**config.mk**
```make
export PLATFORM = sky130hd
export DESIGN_NAME = mc_control_fsm
export DESIGN_NICKNAME = d
export VERILOG_FILES = /design/src/rtl/mc_ctrl_pkg.sv /design/src/rtl/mc_ctrl_decode.sv /design/src/rtl/mc_control_fsm.sv
export SDC_FILE = /design/constraint.sdc
export NUM_CORES = 1
export LEC_CHECK = 0
export BUFFER_PORTS_ARGS = -buffer_cell sky130_fd_sc_hd__clkbuf_2
export CAP_MARGIN = 20
export CORE_MARGIN = 4
export CORE_UTILIZATION = 51
export CTS_CLUSTER_SIZE = 40
export DETAILED_ROUTE_END_ITERATION = 16
export PLACE_DENSITY = 0.83
export SETUP_SLACK_MARGIN = 0.3
export SLEW_MARGIN = 20
export SYNTH_ARGS = -nofsm -noshare
export SYNTH_HDL_FRONTEND = slang
export SYNTH_SLANG_ARGS = --single-unit
```
**constraint.sdc**
```tcl
create_clock -name clk -period 3 [get_ports clk]
set_input_delay 0.45 -clock clk [delete_from_list [all_inputs] [get_ports clk]]
set_output_delay 0.45 -clock clk [all_outputs]
set_load 0.005 [all_outputs]
```
**src/rtl/mc_ctrl_pkg.sv**
```systemverilog
// Shared types for the multi-cycle MIPS-subset control sequencer:
// states, opcodes, datapath select encodings and decoder bundles.
package mc_ctrl_pkg;

  typedef enum logic [3:0] {
    FETCH    = 4'd0,
    DECODE   = 4'd1,
    EXEC_R   = 4'd2,
    R_WB     = 4'd3,
    EXEC_I   = 4'd4,
    I_WB     = 4'd5,
    MEM_ADDR = 4'd6,
    MEM_RD   = 4'd7,
    MEM_WB   = 4'd8,
    MEM_WR   = 4'd9,
    BRANCH   = 4'd10,
    JUMP     = 4'd11,
    JAL      = 4'd12,
    TRAP     = 4'd13
  } state_t;

  localparam logic [5:0] OP_RTYPE = 6'h00;
  localparam logic [5:0] OP_J     = 6'h02;
  localparam logic [5:0] OP_JAL   = 6'h03;
  localparam logic [5:0] OP_BEQ   = 6'h04;
  localparam logic [5:0] OP_BNE   = 6'h05;
  localparam logic [5:0] OP_ADDI  = 6'h08;
  localparam logic [5:0] OP_SLTI  = 6'h0A;
  localparam logic [5:0] OP_ANDI  = 6'h0C;
  localparam logic [5:0] OP_ORI   = 6'h0D;
  localparam logic [5:0] OP_XORI  = 6'h0E;
  localparam logic [5:0] OP_LW    = 6'h23;
  localparam logic [5:0] OP_SW    = 6'h2B;

  localparam logic [1:0] ALU_ADD   = 2'd0;
  localparam logic [1:0] ALU_SUB   = 2'd1;
  localparam logic [1:0] ALU_FUNCT = 2'd2;
  localparam logic [1:0] ALU_ITYPE = 2'd3;

  localparam logic [1:0] SRCB_B      = 2'd0;
  localparam logic [1:0] SRCB_FOUR   = 2'd1;
  localparam logic [1:0] SRCB_IMM    = 2'd2;
  localparam logic [1:0] SRCB_IMM_SH = 2'd3;

  localparam logic [1:0] PCS_ALU    = 2'd0;
  localparam logic [1:0] PCS_ALUOUT = 2'd1;
  localparam logic [1:0] PCS_JUMP   = 2'd2;

  localparam logic [1:0] RDST_RT = 2'd0;
  localparam logic [1:0] RDST_RD = 2'd1;
  localparam logic [1:0] RDST_RA = 2'd2;

  localparam logic [1:0] M2R_ALU = 2'd0;
  localparam logic [1:0] M2R_MDR = 2'd1;
  localparam logic [1:0] M2R_PC  = 2'd2;

  typedef struct packed {
    logic zext;
    logic is_lw;
    logic is_bne;
  } cls_t;

  typedef struct packed {
    state_t nxt;
    cls_t   cls;
  } dec_t;

endpackage

```
**src/rtl/mc_ctrl_decode.sv**
```systemverilog
// Opcode decoder: picks the post-DECODE state and the
// instruction class bits held for the later phases.
module mc_ctrl_decode
  import mc_ctrl_pkg::*;
#(
  parameter int OPW = 6
) (
  input  logic [OPW-1:0] opcode,
  output dec_t           dec
);

  always_comb begin
    dec = '{nxt: TRAP, cls: '0};
    unique case (1'b1)
      (opcode == OP_RTYPE): dec.nxt = EXEC_R;
      (opcode == OP_LW): begin
        dec.nxt = MEM_ADDR;
        dec.cls.is_lw = 1'b1;
      end
      (opcode == OP_SW): dec.nxt = MEM_ADDR;
      (opcode == OP_BEQ): dec.nxt = BRANCH;
      (opcode == OP_BNE): begin
        dec.nxt = BRANCH;
        dec.cls.is_bne = 1'b1;
      end
      (opcode == OP_ADDI),
      (opcode == OP_SLTI): dec.nxt = EXEC_I;
      (opcode == OP_ANDI),
      (opcode == OP_ORI),
      (opcode == OP_XORI): begin
        dec.nxt = EXEC_I;
        dec.cls.zext = 1'b1;
      end
      (opcode == OP_J): dec.nxt = JUMP;
      (opcode == OP_JAL): dec.nxt = JAL;
      default: ;
    endcase
  end

endmodule

```
**src/rtl/mc_control_fsm.sv**
```systemverilog
// Multi-cycle control sequencer. Optional perf counters are
// enabled with `define MC_CTRL_PERF_CNT_EN.
module mc_control_fsm
  import mc_ctrl_pkg::*;
#(
  parameter int OPW = 6,
  parameter int STW = 4
) (
  input  logic           clk,
  input  logic           rst,
  input  logic [OPW-1:0] opcode,
  input  logic           mem_ready,
  output logic           pc_write,
  output logic           pc_write_beq,
  output logic           pc_write_bne,
  output logic           iord,
  output logic           mem_read,
  output logic           mem_write,
  output logic           ir_write,
  output logic [1:0]     reg_dst,
  output logic [1:0]     mem_to_reg,
  output logic           reg_write,
  output logic           alu_src_a,
  output logic [1:0]     alu_src_b,
  output logic [1:0]     alu_op,
  output logic [1:0]     pc_source,
  output logic           ext_op,
  output logic           illegal,
  output logic [STW-1:0] state
`ifdef MC_CTRL_PERF_CNT_EN
  ,
  output logic [31:0]    cycle_cnt,
  output logic [31:0]    instr_cnt
`endif
);

  state_t st, nxt;
  dec_t   dec;
  cls_t   cls;
  logic   ill_q;

  mc_ctrl_decode #(.OPW(OPW)) u_dec (
    .opcode(opcode),
    .dec   (dec)
  );

  always_comb begin
    nxt = FETCH;
    unique case (st)
      FETCH:    nxt = mem_ready ? DECODE : FETCH;
      DECODE:   nxt = dec.nxt;
      EXEC_R:   nxt = R_WB;
      EXEC_I:   nxt = I_WB;
      MEM_ADDR: nxt = cls.is_lw ? MEM_RD : MEM_WR;
      MEM_RD:   nxt = mem_ready ? MEM_WB : MEM_RD;
      MEM_WR:   nxt = mem_ready ? FETCH : MEM_WR;
      TRAP:     nxt = TRAP;
      default:  nxt = FETCH;
    endcase
  end

  always_ff @(posedge clk) begin
    if (rst) begin
      st    <= FETCH;
      cls   <= '0;
      ill_q <= 1'b0;
    end else begin
      st <= nxt;
      if (st == DECODE) cls <= dec.cls;
      if (nxt == TRAP) ill_q <= 1'b1;
    end
  end

  // Reset forces the idle vector so an aborted instruction emits nothing.
  always_comb begin
    pc_write     = 1'b0;
    pc_write_beq = 1'b0;
    pc_write_bne = 1'b0;
    iord         = 1'b0;
    mem_read     = 1'b0;
    mem_write    = 1'b0;
    ir_write     = 1'b0;
    reg_dst      = RDST_RT;
    mem_to_reg   = M2R_ALU;
    reg_write    = 1'b0;
    alu_src_a    = 1'b0;
    alu_src_b    = SRCB_B;
    alu_op       = ALU_ADD;
    pc_source    = PCS_ALU;
    ext_op       = 1'b1;
    if (!rst) begin
      unique case (st)
        FETCH: begin
          mem_read  = 1'b1;
          alu_src_b = SRCB_FOUR;
          ir_write  = mem_ready;
          pc_write  = mem_ready;
        end
        DECODE: alu_src_b = SRCB_IMM_SH;
        EXEC_R: begin
          alu_src_a = 1'b1;
          alu_op    = ALU_FUNCT;
        end
        R_WB: begin
          reg_dst   = RDST_RD;
          reg_write = 1'b1;
        end
        EXEC_I: begin
          alu_src_a = 1'b1;
          alu_src_b = SRCB_IMM;
          alu_op    = ALU_ITYPE;
          ext_op    = ~cls.zext;
        end
        I_WB: reg_write = 1'b1;
        MEM_ADDR: begin
          alu_src_a = 1'b1;
          alu_src_b = SRCB_IMM;
        end
        MEM_RD: begin
          mem_read = 1'b1;
          iord     = 1'b1;
        end
        MEM_WB: begin
          mem_to_reg = M2R_MDR;
          reg_write  = 1'b1;
        end
        MEM_WR: begin
          mem_write = 1'b1;
          iord      = 1'b1;
        end
        BRANCH: begin
          alu_src_a    = 1'b1;
          alu_op       = ALU_SUB;
          pc_source    = PCS_ALUOUT;
          pc_write_beq = ~cls.is_bne;
          pc_write_bne = cls.is_bne;
        end
        JUMP: begin
          pc_source = PCS_JUMP;
          pc_write  = 1'b1;
        end
        JAL: begin
          pc_source  = PCS_JUMP;
          pc_write   = 1'b1;
          reg_dst    = RDST_RA;
          mem_to_reg = M2R_PC;
          reg_write  = 1'b1;
        end
        default: ;
      endcase
    end
  end

  assign illegal = ill_q & ~rst;
  assign state   = STW'(st);

`ifdef MC_CTRL_PERF_CNT_EN
  logic done;

  always_comb begin
    done = (nxt == FETCH) &&
           (st inside {R_WB, I_WB, MEM_WB, MEM_WR,
                       BRANCH, JUMP, JAL});
  end

  always_ff @(posedge clk) begin
    if (rst) begin
      cycle_cnt <= '0;
      instr_cnt <= '0;
    end else begin
      cycle_cnt <= cycle_cnt + 32'd1;
      if (done) instr_cnt <= instr_cnt + 32'd1;
    end
  end
`endif

endmodule

```
======== Yosys cells after proc, flatten, opt, wreduce, memory -nomap -nowiden ========
Index checks and enable logic that the tools add are counted.
storage, ports and cells
  register bits ........................... 8
  output and inout bits ................... 25
  logic and storage cells ................. 85
operators by class
  eq/ne operators ......................... 25
  mux-type cells .......................... 39
  bitwise gates (word level) .............. 4
  reductions and logical operators ........ 12
operators by type and width
  kind                count
  $pmux 4 s8          1
  $eq 6x4->1 const B  5
  $eq 4x4->1 const B  7
  $pmux 4 s6          1
  $mux 1              23
  $eq 4x3->1 const B  4
  $eq 6x2->1 const B  2
  $eq 6x3->1 const B  2
  $eq 6x6->1 const B  2
  $mux 4              3
  $pmux 2 s2          3
  $pmux 2 s3          2
  $reduce_or 2->1     6
  $mux 2              5
  $eq 4x2->1 const B  2
  $reduce_or 4->1     2
  $logic_not 6->1     1
  $reduce_or 5->1     1
  $eq 4x1->1 const B  1
  $logic_not 4->1     1
  $not 1->1           3
  $reduce_or 3->1     1
  $pmux 1 s2          1
  $and 1x1->1         1

======== Longest topological paths before layout ========
Gate-level depths: netlist (run 1).
  depth in word-level cells ............... 5
  depth in mapped cells ................... 7

======== Hierarchy ========
From an unflattened synthesis (run 1), not the netlist that was laid out.
unflattened totals
  cell total of the unflattened synthesis .. 127
  area total of the unflattened synthesis .. 922.1 um^2
by module, submodules not included
  module          times used  cells an instance  area each (um^2)  seq. area each (um^2)
  mc_control_fsm  1           103                775.7             160.2
  mc_ctrl_decode  1           24                 146.4             0.0

======== Worst setup path after synthesis (run 1) ========
Ideal clock, no wire load.
  path kind ............................... reg-to-output
  from .................................... register st[2] (netlist: state[2])
  to ...................................... output mem_read
  arrival ................................. 1.351 ns
  required time ........................... 2.550 ns
  setup slack ............................. 1.199 ns
  cell stages (with the launch flop) ...... 5
  path buffers ............................ 2
  cell sequence ........................... dfxtp_1 > buf_2 > buf_2 > nand2_1 > a2111oi_0
on the way
  word-level cells in the longest chain between the ends .. 4
  elaborated cells on any way between the ends .. 5
  those cells by class .................... eq/ne (1); mux (2); reduce/logical (2)
RTL lines
  element                                        RTL line              RTL
  start: declaration                             mc_control_fsm.sv:37  state_t st, nxt;
  start signal: assignment                       mc_control_fsm.sv:68  st <= nxt;
  $eq 4x3->1 or $logic_not 4->1 (tied branches)  mc_control_fsm.sv:92  unique case (st)
  $reduce_or 2->1 (no line) (*)                  n/a
  $mux 1 (*)                                     mc_control_fsm.sv:92
  $mux 1 (*)                                     mc_control_fsm.sv:91  if (!rst) begin
  end: declaration                               mc_control_fsm.sv:17  output logic mem_read,
Mark *: on every way between the ends. The rest lies on a longest branch, timed or not.

======== Final worst setup path (run 1) ========
  from .................................... register st[0] (netlist: state[0])
  to ...................................... output pc_write
on the way
  word-level cells in the longest chain between the ends .. 4
  elaborated cells on any way between the ends .. 6
  those cells by class .................... eq/ne (2); mux (2); reduce/logical (2)
RTL lines
  element                    RTL line              RTL
  $eq 4x4->1                 mc_control_fsm.sv:92
  $reduce_or 2->1 (no line)  n/a
  $pmux 1 s2 (*)             mc_control_fsm.sv:92
  $mux 1 (*)                 mc_control_fsm.sv:91
  end: declaration           mc_control_fsm.sv:13  output logic pc_write,
Marks and branches as above.

==> impl_results.md, run 1 <==
- Result of the run: completed
- Horizontal extent of the die: 49.4 um
- DRC errors left: 0
- Post-detail-place hpwl: 1760 um
- Number of instances in the synthesized netlist: 132
- Ys flop type: dfxtp_1
- Level count of the clock H-tree: 1
- TritonCTS Buffers: 3
- Period utilisation layout: 80.0%
- Clock input transition at the sequential cells of the worst setup and hold paths: 0.05 ns
- Vias in the first global route: 908
- Synthesized net count: 141
- Data required, critical path: 2.55 ns
- Die area: 0.00244 mm^2
- P&R area growth vs syn: 18.6%
- Summed negative setup slack over all endpoints: 0 ns
- Critical R2R Capture: ill_q
- Ports placed on the boundary: 34
- Max-slew violation total from the final report: 0
- Post-CTS Hold Fix Bufs: 0
- Core Area: 0.00156 mm^2
- Power per cell area: 482 mW/mm^2
- Longest Clk Path Bufs: 2
- Most common cell after layout, fill and taps aside: clkbuf_2
- Total of max-cap violations: 0
- Min Clock Period, post-route: 2.40 ns
- Netlist area before placement: 873 um^2
- Total design power: 0.000499 W
- Kind of end point of the critical path: primary output
- Leak pwr: 0.440 nW
- Startpoint class of the critical path: flop
- Total count of hold-check failures in the final report: 0
- Post-CTS setup buffers: 0
- Clock Root Buffer: clkbuf_4
- End of the critical path: pc_write
- Critical-path maximum fanout: 28
- Share of synthesized area occupied by flip-flops and latches: 18.3%
- Total of buffers placed on input and output ports: 33
- Initial Util: 56.0%
- Highest-count cells in the layout ignoring fill and taps: clkbuf_2 (33), nor2_1 (15), nand2_1 (13), a21oi_1 (9)
- Worst Reg-to-Reg Cells: 5
- Maximum clock rate: 416 MHz
- Post-synth EDFFs: 0
- Remaining Overflow, GRT: 0
- Initial antenna violation count: 0
- Arrival time at the worst endpoint: 1.95 ns
- Routed wire length: 2350 um
- Clock tree from TritonCTS: done
- Register-to-register path setup slack: 0.91 ns
- First-pass iteration count of the detailed router: 4
- Placed cell count: 171
- All-Layer GR Usage: 18.9%
- Height of the die: 49.4 um
- Clock Skews: 0.00101 ns
- Pin count of the biggest net entering global routing: 29
- Setup crit start: state[0]
- Total number of vias: 1040
- Total clock sinks: 8
- ANT nets after route: 0
- Per-cell via count in the routed design: 5.98
- Clock insertion delay at the later pin of the skew report: 0.24 ns
- Pin slew with the least headroom to its limit: 0.772 ns
- Flops & latches, synth: 8
- DRT iter0 DRCs: 51
- Worst slew margin relative to its limit: 48.5%
- Cell variety after synth: 41
- Setup CP Type: flop to primary output
- Count of inserted antenna diode cells: 0
- Routed WL per cell: 13.5 um
- RD Place Congestion: 0.831
- Final setup fails: 0
- FILL cells: 134
- Resized cells post-CTS: 0
- Proportion of register bits with asynchronous set or reset after synthesis: 0%
- Number of warning messages in the yosys log: 0
- Hold WC Path Type: flop to flop
- Wire length of the first global-routing pass: 3840 um
- Layout net count: 169
- Worst-case vdd ir drop: 0.438 mV
- Startpoint of the lowest-slack register-to-register path: state[3]
- Proportion of layout cells with a drive suffix above 1: 24.1%
- RSZ-0062 raised after global routing: no
- Row count: 14
- Filler-free cell count of the finished design: 174
- Post-Syn Area per Cell: 6.62 um^2
cells in the mapped netlist (2+ instances only):
cell / number / area share (%)
nor2_1: 15 / 6.4
nand2_1: 13 / 5.6
a21oi_1: 9 / 5.2
dfxtp_1: 8 / 18
inv_1: 8 / 3.4
nor2b_1: 8 / 5.7
buf_2: 6 / 3.4
nand2b_1: 6 / 4.3
nor4_1: 6 / 4.3
nor3_1: 5 / 2.9
a211oi_1: 4 / 3.4
nand3_1: 4 / 2.3
o21ai_0: 4 / 2.3
clkbuf_1: 3 / 1.3
nor4b_1: 3 / 3.0
o22ai_1: 3 / 2.1
and2_1: 2 / 1.4
and3_1: 2 / 1.4
final cells by class:
type,instances,area (um^2),share of cell area [%]
Multi-Input combinational cell,106,638,61.6
Timing Repair Buffer,33,165,15.9
Sequential cell,8,160,15.5
Inverter,8,30.0,2.90
Clock buffer,3,22.5,2.17
Tap cell,16,20.0,1.93
cell families after synthesis:
| family | synth area share [%] |
|---|---|
| flip-flops | 18.3 |
| AND/OR/NAND/NOR | 45.7 |
| buffers and inverters | 8.60 |
| multiplexers | 1.15 |
| XOR/XNOR | 1.00 |
| AO/OA/AOI/OAI | 25.2 |
report_power, final:
| group | total (W) | switching (W) | internal, W |
|---|---|---|---|
| clock | 0.0000744 | 0.0000291 | 0.0000453 |
| sequential | 0.000183 | 0.0000640 | 0.000119 |
| combinational | 0.000241 | 0.000131 | 0.000111 |
stage by stage:
| step | worst slack [ns] | hold WS (ns) | instance area [um^2] | util [%] |
|---|---|---|---|---|
| 2_1_floorplan | 1.20 | 0.432 | 873 | - |
| 3_3_place_gp | 0.947 | 0.456 | 1010 | 65.0 |
| 3_5_place_dp | 0.869 | 0.461 | 1010 | 65.0 |
| 4_1_cts | 0.606 | 0.472 | 1040 | 66.5 |
| 5_1_grt | 0.343 | 0.493 | 1040 | 66.5 |
| 6_report | 0.599 | 0.474 | 1040 | 66.5 |
registers in the layout, summed over array words and instances, names as in the netlist:
signal  cells
ill_q       1
state       4
cls         3
metal layers:
layer	GRT usage [%]	vias to the layer above	part of all wire, %
li1	-	535	-
met5	0	-	0
met4	3.23	0	0
met1	23.1	460	43
met3	3.06	0	9.2
met2	34.8	45	48
worst min-delay path by stage:
| stage | endpoint | from | cells after the start |
|---|---|---|---|
| 2_1_floorplan | cls[2] | cls[2] | 2 |
| 3_3_place_gp | ill_q | ill_q | 2 |
| 3_5_place_dp | ill_q | ill_q | 2 |
| 4_1_cts | ill_q | ill_q | 2 |
| 5_1_grt | ill_q | ill_q | 2 |
| 6_report | ill_q | ill_q | 2 |
critical path: stages (launching register included):
cell and delay [ns]:
dfxtp_1 0.81, nand2b_1 0.27, nor2_1 0.07, a21oi_1 0.14, nor3_1 0.07, or2_1 0.24, clkbuf_2 0.11
Power figures use the tool's default switching activity.
==> run 2, diff against run 1 <==
--- a/config.mk
+++ b/config.mk
@@ -8,10 +8,10 @@
 export BUFFER_PORTS_ARGS = -buffer_cell sky130_fd_sc_hd__clkbuf_2
 export CAP_MARGIN = 20
 export CORE_MARGIN = 4
-export CORE_UTILIZATION = 51
+export CORE_UTILIZATION = 48
 export CTS_CLUSTER_SIZE = 40
 export DETAILED_ROUTE_END_ITERATION = 16
-export PLACE_DENSITY = 0.83
+export PLACE_DENSITY = 0.79
 export SETUP_SLACK_MARGIN = 0.3
 export SLEW_MARGIN = 20
 export SYNTH_ARGS = -nofsm -noshare
==> constraint.sdc (replaced) <==
create_clock -name clk -period 2.5 [get_ports clk]
set_input_delay 0.375 -clock clk [delete_from_list [all_inputs] [get_ports clk]]
set_output_delay 0.375 -clock clk [all_outputs]
set_load 0.005 [all_outputs]
==> impl_results.md, run 2 (same netlist as run 1, synthesis figures left out) <==
- First-pass iteration count of the detailed router: 4 (unchanged)
- Arrival time at the worst endpoint: 1.60 ns (-0.35 ns)
- Most common cell after layout, fill and taps aside: clkbuf_2
- Worst-case vdd ir drop: 0.379 mV (-13%)
- Worst Hold Depth: 2 (unchanged)
- Post-CTS Hold Fix Bufs: 0 (unchanged)
- Total clock sinks: 8 (unchanged)
- Ports placed on the boundary: 34 (unchanged)
- Result of the run: completed
- Post-CTS setup buffers: 0 (unchanged)
- Clock Root Buffer: clkbuf_4
- Critical-path maximum fanout: 16 (-43%)
- Layout net count: 173 (+2.4%)
- Initial antenna violation count: 0 (unchanged)
- Longest Clk Path Bufs: 2 (unchanged)
- Count of inserted antenna diode cells: 0 (unchanged)
- Pin count of the biggest net entering global routing: 22 (-24%)
- Startpoint class of the critical path: flop
- Largest stage delay on the critical path: 0.48 ns (-0.33 ns)
- Vias in the first global route: 990 (+9.0%)
- Horizontal extent of the die: 50.7 um (+2.6%)
- P&R area growth vs syn: 23.8%
- Clock insertion delay at the later pin of the skew report: 0.24 ns (about the same)
- Share of power burned in the clock network: 14.9% (about the same)
- Launch instance of the worst min-delay path: ill_q
- Worst path depth: 4 (-2)
- Data required, critical path: 2.12 ns (-0.43 ns)
- RSZ-0062 raised after global routing: no
- Period utilisation layout: 78.8%
- Largest delay contributor family on the critical path: flip-flops
- Worst Reg-to-Reg Cells: 5 (unchanged)
- Max FFs per register: 4 (unchanged)
- Summed negative setup slack over all endpoints: 0 ns (unchanged)
- Wire length of the first global-routing pass: 4170 um (+8.6%)
- Routed WL per cell: 13.3 um (-1.3%)
- Cell chain of the critical path: buf_4 -> nor2_1 -> a2111oi_0 -> clkbuf_2
- Leak pwr: 0.462 nW (+5.1%)
- DRT iter0 DRCs: 29 (-43%)
- CP max stage cell: dfxtp_2
- Met1 layer wirelength in the final routing: 1130 um (+12%)
- Post-detail-place hpwl: 1960 um (+11%)
- Worst slew margin relative to its limit: 65.5% (+17 points)
- Die area: 0.00257 mm^2 (+5.2%)
- Routed wire length: 2490 um (+6.1%)
- Met3 wire len: 172 um (-20%)
- RD Place Congestion: 0.917 (+10%)
- Highest-count cells in the layout ignoring fill and taps: clkbuf_2 (33), nor2_1 (15), nand2_1 (13), a21oi_1 (9)
- Total of max-cap violations: 0 (unchanged)
- Max-slew violation total from the final report: 0 (unchanged)
- Combinational cell fraction of total power: 55.1% (+6.7 points)
- DRC errors left: 0 (unchanged)
- Clock input transition at the sequential cells of the worst setup and hold paths: 0.05 ns (about the same)
- Proportion of layout cells with a drive suffix above 1: 27.8% (+3.7 points)
- Initial Util: 50.6% (-5.4 points)
- Setup CP Type: flop to primary output
- All-Layer GR Usage: 20.4% (+1.5 points)
- Total design power: 0.000628 W (+26%)
- Hold WC Path Type: flop to flop
- Total count of hold-check failures in the final report: 0 (unchanged)
- Kind of end point of the critical path: primary output
- Min Clock Period, post-route: 1.97 ns
- Switching share of power: 44.6% (-0.21 points)
- Pin slew with the least headroom to its limit: 0.511 ns (-0.261 ns)
- Row count: 15 (+1)
- Core Area: 0.00173 mm^2 (+11%)
- Power per cell area: 580 mW/mm^2 (+20%)
- Level count of the clock H-tree: 1 (unchanged)
- Clock Skews: 0.00148 ns (+0.000468 ns)
- Setup crit start: state[1]
- Reg power frac: 30.0% (-6.7 points)
- ANT nets after route: 0 (unchanged)
- Height of the die: 50.7 um (+2.6%)
- Net switching power: 0.000280 W (+25%)
- TritonCTS Buffers: 3 (unchanged)
- Per-cell via count in the routed design: 5.73 (-4.1%)
- Highest signal layer in the routed design: met4
- Total number of vias: 1072 (+3.1%)
- Buffers and inverters on the worst path: 2 (+1)
- Startpoint of the lowest-slack register-to-register path: state[2]
- Final setup fails: 0 (unchanged)
- Clock tree from TritonCTS: done
- Cell-internal power: 0.000348 W (+26%)
- Maximum clock rate: 507 MHz
- Total length of routed met2 wires: 1140 um (+1.5%)
- Total of buffers placed on input and output ports: 33 (unchanged)
- Remaining Overflow, GRT: 0 (unchanged)
==> run 2: layout make-up <==
| type | count | area (um^2) |
|---|---|---|
| Fill cell | 166 | 646 |
| Multi-Input combinational cell | 106 | 638 |
| Timing Repair Buffer | 37 | 195 |
| Sequential cell | 8 | 164 |
| Tap cell | 25 | 31.3 |
| Inverter | 8 | 30.0 |
| Clock buffer | 3 | 22.5 |
==> run 2: worst reg2reg max path: cells and delay by family, from the launching register on <==
family	cells	cell delay, ns
compound gates	3	0.66
simple gates	2	0.33
flops	1	0.53
==> run 2: power by group through the flow <==
stage	clock (W)	sequential (W)	combinational, W
5_1_grt	0.000106	0.000195	0.000384
2_1_floorplan	0	0.000163	0.000255
4_1_cts	0.0000963	0.000186	0.000344
3_3_place_gp	0	0.000187	0.000334
6_report	0.0000936	0.000188	0.000346
3_5_place_dp	0	0.000188	0.000343
==> run 2: what timing repair did <==
| item | CTS | global route |
|---|---|---|
| resized for setup | 0 | 3 |
| setup endpoints to repair | 0 | 3 |
| endpoints found under the hold margin | 0 | 0 |
==> run 2: routing by layer <==
metal	global-route usage (%)	up-vias
li1	-	546
met1	25.8	472
met2	32.4	46
met3	4.45	8
met4	10.3	0
met5	0	-
==> run 2: worst paths after layout <==
kind | slack (ns) | end
worst max-delay path | 0.53 | mem_read
worst min-delay path | 0.48 | ill_q
worst min register to register | 0.48 | ill_q
worst max register to register | 0.84 | ill_q
==> run 2: per-stage QoR <==
| stage | std cells | area [um^2] | setup WS [ns] | utilization [%] | hold slack (ns) |
|---|---|---|---|---|---|
| CTS | 187 | 1080 | 0.311 | 62.4 | 0.480 |
| finish | 187 | 1080 | 0.529 | 62.6 | 0.480 |
| floorplan | 132 | 873 | 0.774 | - | 0.432 |
| global placement | 184 | 1050 | 0.645 | 61.1 | 0.458 |
| detailed placement | 184 | 1050 | 0.596 | 61.1 | 0.470 |
| global route | 187 | 1080 | 0.418 | 62.6 | 0.499 |
